==> src/rtl/axi2dev_if_pkg.sv <==
// -----------------------------------------------------------------------------
// axi2dev_if_pkg
// Shared definitions for the AXI-lite to Aquila device bridge:
//   - state_e     : bridge FSM states
//   - RESP_OKAY / RESP_SLVERR : AXI-lite response codes
//   - resp_code() : response code for a finished device wait
// -----------------------------------------------------------------------------
package axi2dev_if_pkg;

  typedef enum logic [2:0] {
    IDLE,
    DEV_WR,
    WAIT_WR,
    B_RESP,
    DEV_RD,
    WAIT_RD,
    R_RESP
  } state_e;

  localparam logic [1:0] RESP_OKAY   = 2'b00;
  localparam logic [1:0] RESP_SLVERR = 2'b10;

  // A wait ends either because the device answered or because it timed out.
  function automatic logic [1:0] resp_code(input logic dev_answered);
    return dev_answered ? RESP_OKAY : RESP_SLVERR;
  endfunction

endpackage

==> src/rtl/axi2dev_if_if.sv <==
// -----------------------------------------------------------------------------
// axi2dev_if_if
// AXI-lite bus bundle (AW, W, B, AR, R channels).
//   master modport : drives addresses, data, valids and response readies
//   slave  modport : drives address/data readies and responses
// Parameters: ADDR_W (address width), DATA_W (data width, multiple of 8).
// -----------------------------------------------------------------------------
interface axi2dev_if_if #(
  parameter int ADDR_W = 8,
  parameter int DATA_W = 32
) ();

  logic [ADDR_W-1:0]   awaddr;
  logic                awvalid;
  logic                awready;

  logic [DATA_W-1:0]   wdata;
  logic [DATA_W/8-1:0] wstrb;
  logic                wvalid;
  logic                wready;

  logic [1:0]          bresp;
  logic                bvalid;
  logic                bready;

  logic [ADDR_W-1:0]   araddr;
  logic                arvalid;
  logic                arready;

  logic [DATA_W-1:0]   rdata;
  logic [1:0]          rresp;
  logic                rvalid;
  logic                rready;

  modport master (
    output awaddr, awvalid, wdata, wstrb, wvalid, bready, araddr, arvalid, rready,
    input  awready, wready, bresp, bvalid, arready, rdata, rresp, rvalid
  );

  modport slave (
    input  awaddr, awvalid, wdata, wstrb, wvalid, bready, araddr, arvalid, rready,
    output awready, wready, bresp, bvalid, arready, rdata, rresp, rvalid
  );

endinterface

==> src/rtl/axi2dev_if_timeout.sv <==
// -----------------------------------------------------------------------------
// axi2dev_timeout
// Device wait watchdog, present only when AXI2DEV_TIMEOUT_EN is defined.
//   clk_i, rst_ni : clock, asynchronous active-low reset
//   count_en      : high while the bridge waits for the device
//   expired       : high in the TIMEOUT_CYCLES-th consecutive wait cycle
// The count restarts whenever count_en drops, so every access gets a fresh
// budget.
// -----------------------------------------------------------------------------
`ifdef AXI2DEV_TIMEOUT_EN
module axi2dev_timeout #(
  parameter int TIMEOUT_CYCLES = 256
) (
  input  logic clk_i,
  input  logic rst_ni,
  input  logic count_en,
  output logic expired
);

  localparam int CNT_W = ($clog2(TIMEOUT_CYCLES) > 0) ? $clog2(TIMEOUT_CYCLES) : 1;

  logic [CNT_W-1:0] cnt_q;

  assign expired = count_en && (cnt_q == CNT_W'(TIMEOUT_CYCLES - 1));

  always_ff @(posedge clk_i or negedge rst_ni) begin
    if (!rst_ni) begin
      cnt_q <= '0;
    end else if (!count_en) begin
      cnt_q <= '0;
    end else if (!expired) begin
      cnt_q <= cnt_q + CNT_W'(1);
    end
  end

endmodule
`endif

==> src/rtl/axi2dev_if.sv <==
// -----------------------------------------------------------------------------
// axi2dev_if
// AXI-lite slave that turns read/write transactions into the Aquila device
// strobe/data_ready handshake, one device access at a time, writes first.
//   clk_i, rst_ni          : clock, asynchronous active-low reset
//   s_axi (slave modport)  : AXI-lite AW/W/B/AR/R channels
//   M_DEVICE_strobe_o      : one-cycle device request
//   M_DEVICE_addr_o        : zero-extended AXI address
//   M_DEVICE_rw_o          : 1 = write, 0 = read
//   M_DEVICE_byte_enable_o : wstrb for writes, all ones for reads
//   M_DEVICE_data_o        : write data
//   M_DEVICE_data_ready_i  : device done pulse (ignored in the strobe cycle)
//   M_DEVICE_data_i        : device read data
// Optional: define AXI2DEV_TIMEOUT_EN to end a device wait after
// TIMEOUT_CYCLES cycles with SLVERR (read data forced to zero).
// All outputs are registered: each one is loaded from next-state values.
// -----------------------------------------------------------------------------
module axi2dev_if
  import axi2dev_if_pkg::*;
#(
  parameter int XLEN           = 32,
  parameter int AXI_ADDR_LEN   = 8,
  parameter int AXI_DATA_LEN   = 32,
  parameter int TIMEOUT_CYCLES = 256
) (
  input  logic              clk_i,
  input  logic              rst_ni,
  axi2dev_if_if.slave       s_axi,
  output logic              M_DEVICE_strobe_o,
  output logic [XLEN-1:0]   M_DEVICE_addr_o,
  output logic              M_DEVICE_rw_o,
  output logic [XLEN/8-1:0] M_DEVICE_byte_enable_o,
  output logic [XLEN-1:0]   M_DEVICE_data_o,
  input  logic              M_DEVICE_data_ready_i,
  input  logic [XLEN-1:0]   M_DEVICE_data_i
);

  localparam int BE_W = XLEN / 8;

  if (AXI_DATA_LEN > XLEN || TIMEOUT_CYCLES < 1) begin : g_bad_params
    $error("axi2dev_if: AXI_DATA_LEN must not exceed XLEN and TIMEOUT_CYCLES must be positive");
  end

  state_e                    state_q, state_nx;
  logic                      aw_cap_q, w_cap_q, ar_cap_q;
  logic                      aw_cap_nx, w_cap_nx, ar_cap_nx;
  logic [AXI_ADDR_LEN-1:0]   awaddr_q, araddr_q, awaddr_nx, araddr_nx;
  logic [AXI_DATA_LEN-1:0]   wdata_q, wdata_nx;
  logic [AXI_DATA_LEN/8-1:0] wstrb_q, wstrb_nx;

  logic                      awready_q, wready_q, arready_q;
  logic                      bvalid_q, rvalid_q;
  logic [1:0]                bresp_q, rresp_q;
  logic [AXI_DATA_LEN-1:0]   rdata_q;

  logic aw_hs, w_hs, ar_hs, b_hs, r_hs;
  logic timeout_hit;

`ifdef AXI2DEV_TIMEOUT_EN
  axi2dev_timeout #(.TIMEOUT_CYCLES(TIMEOUT_CYCLES)) u_timeout (
    .clk_i    (clk_i),
    .rst_ni   (rst_ni),
    .count_en (state_q == WAIT_WR || state_q == WAIT_RD),
    .expired  (timeout_hit)
  );
`else
  assign timeout_hit = 1'b0;
`endif

  assign s_axi.awready = awready_q;
  assign s_axi.wready  = wready_q;
  assign s_axi.arready = arready_q;
  assign s_axi.bvalid  = bvalid_q;
  assign s_axi.bresp   = bresp_q;
  assign s_axi.rvalid  = rvalid_q;
  assign s_axi.rresp   = rresp_q;
  assign s_axi.rdata   = rdata_q;

  // Captures include this cycle's handshakes so the FSM can leave IDLE on the
  // same edge that completes AW/W/AR, giving strobe one cycle after capture.
  always_comb begin
    // NOTE: every signal gets a value before the case; a path that skips an
    // assignment would otherwise infer a latch.
    aw_hs     = s_axi.awvalid && awready_q;
    w_hs      = s_axi.wvalid  && wready_q;
    ar_hs     = s_axi.arvalid && arready_q;
    b_hs      = bvalid_q && s_axi.bready;
    r_hs      = rvalid_q && s_axi.rready;
    aw_cap_nx = aw_cap_q || aw_hs;
    w_cap_nx  = w_cap_q  || w_hs;
    ar_cap_nx = ar_cap_q || ar_hs;
    awaddr_nx = aw_hs ? s_axi.awaddr : awaddr_q;
    araddr_nx = ar_hs ? s_axi.araddr : araddr_q;
    wdata_nx  = w_hs  ? s_axi.wdata  : wdata_q;
    wstrb_nx  = w_hs  ? s_axi.wstrb  : wstrb_q;
    state_nx  = state_q;

    unique case (state_q)
      IDLE: begin
        if (aw_cap_nx && w_cap_nx) state_nx = DEV_WR;
        else if (ar_cap_nx)        state_nx = DEV_RD;
      end
      DEV_WR:  state_nx = WAIT_WR;
      WAIT_WR: if (M_DEVICE_data_ready_i || timeout_hit) state_nx = B_RESP;
      B_RESP: begin
        if (b_hs) begin
          state_nx  = IDLE;
          aw_cap_nx = 1'b0;
          w_cap_nx  = 1'b0;
        end
      end
      DEV_RD:  state_nx = WAIT_RD;
      WAIT_RD: if (M_DEVICE_data_ready_i || timeout_hit) state_nx = R_RESP;
      R_RESP: begin
        if (r_hs) begin
          state_nx  = IDLE;
          ar_cap_nx = 1'b0;
        end
      end
      default: state_nx = IDLE;
    endcase
  end

  always_ff @(posedge clk_i or negedge rst_ni) begin
    // NOTE: non-blocking assignments keep every register reading the
    // pre-edge value of the others, independent of statement order.
    if (!rst_ni) begin
      state_q  <= IDLE;
      aw_cap_q <= 1'b0;
      w_cap_q  <= 1'b0;
      ar_cap_q <= 1'b0;
      awaddr_q <= '0;
      araddr_q <= '0;
      wdata_q  <= '0;
      wstrb_q  <= '0;
    end else begin
      state_q  <= state_nx;
      aw_cap_q <= aw_cap_nx;
      w_cap_q  <= w_cap_nx;
      ar_cap_q <= ar_cap_nx;
      awaddr_q <= awaddr_nx;
      araddr_q <= araddr_nx;
      wdata_q  <= wdata_nx;
      wstrb_q  <= wstrb_nx;
    end
  end

  always_ff @(posedge clk_i or negedge rst_ni) begin
    if (!rst_ni) begin
      awready_q              <= 1'b0;
      wready_q               <= 1'b0;
      arready_q              <= 1'b0;
      bvalid_q               <= 1'b0;
      bresp_q                <= RESP_OKAY;
      rvalid_q               <= 1'b0;
      rresp_q                <= RESP_OKAY;
      rdata_q                <= '0;
      M_DEVICE_strobe_o      <= 1'b0;
      M_DEVICE_addr_o        <= '0;
      M_DEVICE_rw_o          <= 1'b0;
      M_DEVICE_byte_enable_o <= '0;
      M_DEVICE_data_o        <= '0;
    end else begin
      awready_q         <= (state_nx == IDLE) && !aw_cap_nx;
      wready_q          <= (state_nx == IDLE) && !w_cap_nx;
      arready_q         <= (state_nx == IDLE) && !ar_cap_nx;
      bvalid_q          <= (state_nx == B_RESP);
      rvalid_q          <= (state_nx == R_RESP);
      M_DEVICE_strobe_o <= (state_nx == DEV_WR) || (state_nx == DEV_RD);

      // Device request payload is loaded on entry to a strobe state and then
      // held, so it stays stable for the whole access.
      if (state_q == IDLE && state_nx == DEV_WR) begin
        M_DEVICE_addr_o        <= XLEN'(awaddr_nx);
        M_DEVICE_rw_o          <= 1'b1;
        M_DEVICE_byte_enable_o <= BE_W'(wstrb_nx);
        M_DEVICE_data_o        <= XLEN'(wdata_nx);
      end else if (state_q == IDLE && state_nx == DEV_RD) begin
        M_DEVICE_addr_o        <= XLEN'(araddr_nx);
        M_DEVICE_rw_o          <= 1'b0;
        M_DEVICE_byte_enable_o <= '1;
      end

      // Data_ready wins over a coincident timeout.
      if (state_q == WAIT_WR && state_nx == B_RESP) begin
        bresp_q <= resp_code(M_DEVICE_data_ready_i);
      end
      if (state_q == WAIT_RD && state_nx == R_RESP) begin
        rresp_q <= resp_code(M_DEVICE_data_ready_i);
        rdata_q <= M_DEVICE_data_ready_i ? M_DEVICE_data_i[AXI_DATA_LEN-1:0] : '0;
      end
    end
  end

endmodule

==> src/flat_wrapper.sv <==
// flat-port wrapper written by rule: the top's interface ports become plain ports
module axi2dev_if_flat import axi2dev_if_pkg::*;
#(
  parameter int XLEN           = 32,
  parameter int AXI_ADDR_LEN   = 8,
  parameter int AXI_DATA_LEN   = 32,
  parameter int TIMEOUT_CYCLES = 256
)
  (clk_i, rst_ni, M_DEVICE_strobe_o, M_DEVICE_addr_o, M_DEVICE_rw_o, M_DEVICE_byte_enable_o, M_DEVICE_data_o, M_DEVICE_data_ready_i, M_DEVICE_data_i, s_axi_awaddr, s_axi_awvalid, s_axi_wdata, s_axi_wstrb, s_axi_wvalid, s_axi_bready, s_axi_araddr, s_axi_arvalid, s_axi_rready, s_axi_awready, s_axi_wready, s_axi_bresp, s_axi_bvalid, s_axi_arready, s_axi_rdata, s_axi_rresp, s_axi_rvalid);
  axi2dev_if_if #(.ADDR_W(8), .DATA_W(32)) s_axi_i ();
  input  logic clk_i;
  input  logic rst_ni;
  output logic M_DEVICE_strobe_o;
  output logic [XLEN-1:0] M_DEVICE_addr_o;
  output logic M_DEVICE_rw_o;
  output logic [XLEN/8-1:0] M_DEVICE_byte_enable_o;
  output logic [XLEN-1:0] M_DEVICE_data_o;
  input  logic M_DEVICE_data_ready_i;
  input  logic [XLEN-1:0] M_DEVICE_data_i;
  input wire logic [$bits(s_axi_i.awaddr)-1:0] s_axi_awaddr;
  input wire logic [$bits(s_axi_i.awvalid)-1:0] s_axi_awvalid;
  input wire logic [$bits(s_axi_i.wdata)-1:0] s_axi_wdata;
  input wire logic [$bits(s_axi_i.wstrb)-1:0] s_axi_wstrb;
  input wire logic [$bits(s_axi_i.wvalid)-1:0] s_axi_wvalid;
  input wire logic [$bits(s_axi_i.bready)-1:0] s_axi_bready;
  input wire logic [$bits(s_axi_i.araddr)-1:0] s_axi_araddr;
  input wire logic [$bits(s_axi_i.arvalid)-1:0] s_axi_arvalid;
  input wire logic [$bits(s_axi_i.rready)-1:0] s_axi_rready;
  output wire logic [$bits(s_axi_i.awready)-1:0] s_axi_awready;
  output wire logic [$bits(s_axi_i.wready)-1:0] s_axi_wready;
  output wire logic [$bits(s_axi_i.bresp)-1:0] s_axi_bresp;
  output wire logic [$bits(s_axi_i.bvalid)-1:0] s_axi_bvalid;
  output wire logic [$bits(s_axi_i.arready)-1:0] s_axi_arready;
  output wire logic [$bits(s_axi_i.rdata)-1:0] s_axi_rdata;
  output wire logic [$bits(s_axi_i.rresp)-1:0] s_axi_rresp;
  output wire logic [$bits(s_axi_i.rvalid)-1:0] s_axi_rvalid;
  assign s_axi_i.awaddr = s_axi_awaddr;
  assign s_axi_i.awvalid = s_axi_awvalid;
  assign s_axi_i.wdata = s_axi_wdata;
  assign s_axi_i.wstrb = s_axi_wstrb;
  assign s_axi_i.wvalid = s_axi_wvalid;
  assign s_axi_i.bready = s_axi_bready;
  assign s_axi_i.araddr = s_axi_araddr;
  assign s_axi_i.arvalid = s_axi_arvalid;
  assign s_axi_i.rready = s_axi_rready;
  assign s_axi_awready = s_axi_i.awready;
  assign s_axi_wready = s_axi_i.wready;
  assign s_axi_bresp = s_axi_i.bresp;
  assign s_axi_bvalid = s_axi_i.bvalid;
  assign s_axi_arready = s_axi_i.arready;
  assign s_axi_rdata = s_axi_i.rdata;
  assign s_axi_rresp = s_axi_i.rresp;
  assign s_axi_rvalid = s_axi_i.rvalid;
  axi2dev_if #(.XLEN(XLEN), .AXI_ADDR_LEN(AXI_ADDR_LEN), .AXI_DATA_LEN(AXI_DATA_LEN), .TIMEOUT_CYCLES(TIMEOUT_CYCLES)) u_core (.clk_i(clk_i), .rst_ni(rst_ni), .s_axi(s_axi_i), .M_DEVICE_strobe_o(M_DEVICE_strobe_o), .M_DEVICE_addr_o(M_DEVICE_addr_o), .M_DEVICE_rw_o(M_DEVICE_rw_o), .M_DEVICE_byte_enable_o(M_DEVICE_byte_enable_o), .M_DEVICE_data_o(M_DEVICE_data_o), .M_DEVICE_data_ready_i(M_DEVICE_data_ready_i), .M_DEVICE_data_i(M_DEVICE_data_i));
endmodule
==> config.mk <==
export PLATFORM = sky130hd
export DESIGN_NAME = axi2dev_if_flat
export DESIGN_NICKNAME = d
export VERILOG_FILES = /design/src/rtl/axi2dev_if_pkg.sv /design/src/rtl/axi2dev_if_if.sv /design/src/rtl/axi2dev_if_timeout.sv /design/src/rtl/axi2dev_if.sv /design/src/flat_wrapper.sv
export SDC_FILE = /design/constraint.sdc
export NUM_CORES = 1
export LEC_CHECK = 0
export CAP_MARGIN = 30
export CORE_UTILIZATION = 45
export DETAILED_ROUTE_END_ITERATION = 10
export DONT_BUFFER_PORTS = 1
export PLACE_DENSITY = 0.66
export SLEW_MARGIN = 10
export SYNTH_ARGS = -nofsm -noshare
export SYNTH_HDL_FRONTEND = slang
export SYNTH_SLANG_ARGS = --single-unit
==> constraint.sdc <==
create_clock -name clk_i -period 3.95 [get_ports clk_i]
set_input_delay 1.185 -clock clk_i [delete_from_list [all_inputs] [get_ports clk_i]]
set_output_delay 1.185 -clock clk_i [all_outputs]
set_load 0.01 [all_outputs]
Word level (Yosys, flattened, before mapping)
Cells that the tools add are included.
{"block": "classes", "muxes": 25, "eq_ne": 10, "reduce_logical": 23}
{"op": "two-way mux 32 bit", "n": 4}
{"op": "case mux 3 bit (7 select lines)", "n": 1}
{"op": "two-way mux 3 bit", "n": 6}
{"op": "two-way mux 8 bit", "n": 2}
{"op": "equality test 3 bit (second input constant)", "n": 5}
{"op": "logical AND 1 bit", "n": 13}
{"op": "two-way mux 4 bit", "n": 3}
{"op": "equality test 3 x 2 -> 1 bit (second input constant)", "n": 3}
{"op": "two-way mux 1 bit", "n": 8}
{"op": "equality test 3 x 1 -> 1 bit (second input constant)", "n": 2}
{"op": "logical NOT 3 bit", "n": 2}
{"op": "logical OR 1 bit", "n": 4}
{"op": "logical NOT 1 bit", "n": 3}
{"op": "two-way mux 2 bit", "n": 1}
{"op": "nonzero test 2 bit", "n": 1}
{"block": "word_totals", "in_bits": 92, "word_cells": 79, "out_inout_bits": 111, "ff_bits": 169}

Longest topological paths before layout
{"block": "depth", "word_depth": 9, "ltp_mapped": 6, "ltp_nobuf": 4}

Worst setup path before layout
Ideal clock, no wire load.
{"block": "synth_path", "path_type": "input -> register", "start": "input port s_axi_awvalid", "end": "register u_core.M_DEVICE_data_o[10]", "arrival_time_ns": 2.279, "path_slack_ns": 1.546, "cell_stages": 6, "path_buffers": 2, "setup_time_ns": 0.125, "required_ns": 3.825, "cell_sequence": "a21oi_1 > or2_1 > buf_6 > nor2_8 > buf_12 > mux2_4"}
{"block": "synth_via", "elab_chain_cells": 7}
{"element": "start: declaration", "line_no": "flat_wrapper.sv:21", "text": "input wire logic [$bits(s_axi_i.awvalid)-1:0] s_axi_awvalid;"}
{"element": "logical AND 1 bit", "line_no": "axi2dev_if.sv:84", "text": "aw_hs = s_axi.awvalid && awready_q;"}
{"element": "logical OR 1 bit", "line_no": "axi2dev_if.sv:89", "text": "aw_cap_nx = aw_cap_q || aw_hs;"}
{"element": "logical AND 1 bit", "line_no": "axi2dev_if.sv:100", "text": "if (aw_cap_nx && w_cap_nx) state_nx = DEV_WR;"}
{"element": "two-way mux 3 bit", "line_no": "axi2dev_if.sv:100"}
{"element": "case mux 3 bit (7 select lines)", "line_no": "axi2dev_if.sv:98", "text": "unique case (state_q)"}
{"element": "equality test 3 x 1 -> 1 bit", "line_no": "axi2dev_if.sv:173", "text": "if (state_q == IDLE && state_nx == DEV_WR) begin"}
{"element": "logical AND 1 bit", "line_no": "axi2dev_if.sv:173"}
{"element": "end signal: assignment", "line_no": "axi2dev_if.sv:177", "text": "M_DEVICE_data_o <= XLEN'(wdata_nx);"}
{"element": "end: declaration", "line_no": "axi2dev_if.sv:33", "text": "output logic [XLEN-1:0] M_DEVICE_data_o,"}
No other way between the ends.
A chain may end at the register's enable or synchronous reset.

Worst setup path after layout
{"block": "layout_path", "start": "input port s_axi_awvalid", "end": "register u_core.M_DEVICE_data_o[31]"}
The elaborated chain is that of the path after synthesis.

==> parameters.txt <==
Parameter                              Value

Outcome
  Result of the run ... finished clean

Critical path
  Number of cells on the worst reg-to-reg path ... 4
  Worst setup SP type ... primary input
  CP arrival ... 2840 ps
  Crit path required time ... 4250 ps
  Path type of the worst setup path ... in2reg
  Reg-to-reg critical path endpoint ... u_core.M_DEVICE_data_o[31]
  Maximum fanout encountered on the critical timing path ... 32
  Startpoint of the worst-slack reg-to-reg timing path ... u_core.s_axi.wready
  Crit end category ... register
  Register-to-register setup slack ... 1650 ps

STA
  Final setup margin ... 1410 ps
  Endpoints failing hold ... 0
  Highest clock frequency the design can meet ... 393 MHz
  Post-layout min period ... 2540 ps
  Slew at the pin with the worst max-slew slack ... 867 ps
  Worst clock skew ... 5.28 ps
  Remaining max-slew budget at the tightest pin ... 42.0%
  Post-Route Hold Slack ... 464 ps
  Final TNS setup ... 0 ps
  Share of the cycle needed by the critical path after routing ... 64.4%
  Final count of pins violating max slew ... 0
  Total of endpoints with negative setup slack in the final report ... 0
  RSZ-0062 raised after global routing ... no

Floorplan
  Vert. Die Dim ... 116 um
  Core area ... 12600 um^2
  Die Area ... 13400 um^2
  Cell row count ... 41
  I/O pin cnt ... 203
  Initial core utilization ... 46.2%
  Die span in x ... 116 um

Cells and area
  Antenna diode count ... 0
  Final non-filler cell area ... 6390 um^2
  Net count of the finished layout ... 473
  Layout Area Growth over Synthesis ... 9.52%
  Most common library cell in the layout ignoring fill and taps ... dfrtp_1
  Layout cells sized above 1 ... 37.4%
  Post-route core utilization ... 50.6%
  Commonest non-fill, non-tap cells in the layout ... 143 x dfrtp_1, 86 x mux2_2, 30 x mux2_4

Clocking
  Clock tree from TritonCTS ... built
  TritonCTS buffer count ... 17
  Depth of the CTS H-tree ... 4
  Post-CTS Hold Buffers ... 0
  Clock network latency to the later pin of the worst-skew pair ... 410 ps
  Sinks on the clock net ... 143
  CTS-repair resized insts ... 0
  Number of setup buffers added after CTS ... 0
  CTS clock-pin slew for the worst setup and hold paths ... 50 ps
  Clock tree root buffer cell ... clkbuf_16
  Clock Path Buffers ... 2

Synth
  Number of distinct library cell variants in the gate-level netlist after synthesis ... 34
  Number of synthesized register bits ... 143
  Synth Warn # ... 0
  Synthesized area per cell ... 15.6 um^2
  Leading cell types by total area after synthesis ... dfrtp_1 61%, mux2_2 17%, mux2_4 7.7%
  Largest area contributor in the netlist ... dfrtp_1
  Post-synthesis instance area ... 5830 um^2
  Sequential fraction of the synthesis area ... 61.3%
  Portion of synthesized cell area occupied by the leading cell type ... 61.3%
  Post-synthesis instance total ... 375

Global routing
  Met3 Track Usage GR ... 9.05%
  Global-route wire length before repair ... 15700 um
  Met2 routing resource usage after global routing ... 23.2%
  Combined global-route utilization of all metal layers ... 15.9%
  Largest net degree at the start of global routing ... 144
  Initial antenna violation count ... 0
  Via count of the first global-routing pass ... 2931
  GR Overflow Total ... 0
  GR Util met1 ... 19.3%
  GR peak layer ... met2

Route
  Number of design-rule violations left by the first detailed-router iteration ... 123
  Detailed-router iteration count before antenna repair ... 4
  Per-cell routed wire length ... 18.0 um
  DRT Wirelength ... 10200 um
  Detailed-route DRC error count ... 0
  Per-cell via count in the routed design ... 5.09
  Number of nets with antenna violations after detailed routing ... 0
  Total vias in the final route ... 2877

Power and ir drop
  Power Dens Cells ... 787 nW/um^2
  Worst-case vdd ir drop ... 0.424 mV
  Leakage dissipation ... 3.01 nW

Placement
  Input/output buffers ... 0
  Detail Placement HPWL ... 6870 um
  Global placer's final weighted congestion ... 0.778
  Pre-CTS setup slack ... 971 ps
  Area post-placement ... 5830 um^2

Job
  Max Cap Violations ... 0

Worst hold path
  Worst hold path type ... in2async
-- synth_stat cells --
| cell | n |
|---|---|
| a21oi_1 | 5 |
| a21oi_4 | 1 |
| a22oi_1 | 1 |
| a31oi_1 | 1 |
| a41oi_1 | 1 |
| and2_1 | 1 |
| buf_12 | 3 |
| buf_2 | 6 |
| buf_4 | 27 |
| buf_6 | 2 |
| clkbuf_2 | 1 |
| conb_1 | 1 |
| dfrtp_1 | 143 |
| inv_1 | 13 |
| mux2_2 | 86 |
| mux2_4 | 30 |
| mux2i_1 | 17 |
| nand2_1 | 6 |
| nand2_2 | 1 |
| nand2b_1 | 1 |
| nand3_1 | 1 |
| nand3_2 | 1 |
| nor2_1 | 7 |
| nor2_2 | 1 |
| nor2_8 | 1 |
| nor3_1 | 3 |
| o211ai_1 | 1 |
| o21ai_0 | 3 |
| o22ai_1 | 2 |
| o31a_1 | 1 |
| o31ai_1 | 1 |
| o32a_1 | 4 |
| o41ai_1 | 1 |
| or2_1 | 1 |
-- flip-flops by register name, indices dropped and copies added, names as in the netlist, 3 cells and up --
name and count:
u_core.s_axi.rdata 32, u_core.wstrb_q 4, u_core.M_DEVICE_addr_o 8, u_core.wdata_q 32, u_core.M_DEVICE_byte_enable_o 4, u_core.araddr_q 8, u_core.awaddr_q 8, u_core.state_q 3
u_core.M_DEVICE_data_o 32
-- logic make-up (layout without fill, tap and decap cells) --
| family | Yosys count | in the layout | share of synthesized area [%] |
|---|---|---|---|
| AOI/OAI and AO/OA | 22 | 22 | 2.81 |
| buffers and inverters | 52 | 45 | 6.33 |
| DFF | 143 | 143 | 61.3 |
| muxes | 133 | 133 | 27.2 |
| other | 1 | 26 | 0.0643 |
| and+or+nand+nor | 24 | 24 | 2.23 |
-- critical path, stage by stage --
cell,delay [ps]
a21oi_1,80
or2_1,460
nor2_8,670
mux2_2,400
-- area by class of cell --
cell class	count	area (um^2)
clock buffer	25	475
clock inverter	6	83.8
fill	1098	6230
inverter	13	48.8
multi-input combinational	205	1980
sequential	143	3580
tap	172	215
timing repair buffer	1	7.51
-- per-layer routing --
metal | routed length (um) | vias to the layer above | share of wire, %
li1 | - | 1268 | -
met1 | 4160 | 1444 | 41
met2 | 4590 | 152 | 45
met3 | 1270 | 13 | 13
met4 | 143 | 0 | 1.4
met5 | 0 | - | 0
-- power by group --
group / internal [mW] / switching (mW) / total (mW) / leakage [nW]
Clock: 0.957 / 0.557 / 1.51 / 0.275
Combinational: 0.596 / 0.446 / 1.04 / 0.933
Sequential: 2.03 / 0.440 / 2.47 / 1.80
Total: 3.59 / 1.44 / 5.03 / 3.01
-- stage by stage --
stage	instances	power (mW)
6_report	565	5.03
4_1_cts	565	5.10
3_5_place_dp	534	3.55
3_3_place_gp	534	3.48
2_1_floorplan	400	3.35
5_1_grt	565	5.33
-- worst max path at each step --
stage                     depth (start not counted)           from  slack [ps]                          to
after floorplan                                   6  s_axi_awvalid        1550  u_core.M_DEVICE_data_o[10]
after CTS                                         4  s_axi_awvalid        1420   u_core.M_DEVICE_data_o[0]
after global placement                            4  s_axi_awvalid         990  u_core.M_DEVICE_data_o[31]
after global routing                              4  s_axi_awvalid        1330   u_core.M_DEVICE_data_o[0]
final                                             4  s_axi_awvalid        1410  u_core.M_DEVICE_data_o[31]
after detailed placement                          4  s_axi_awvalid         970  u_core.M_DEVICE_data_o[31]
No activity file was read; power rests on OpenSTA's default activity.
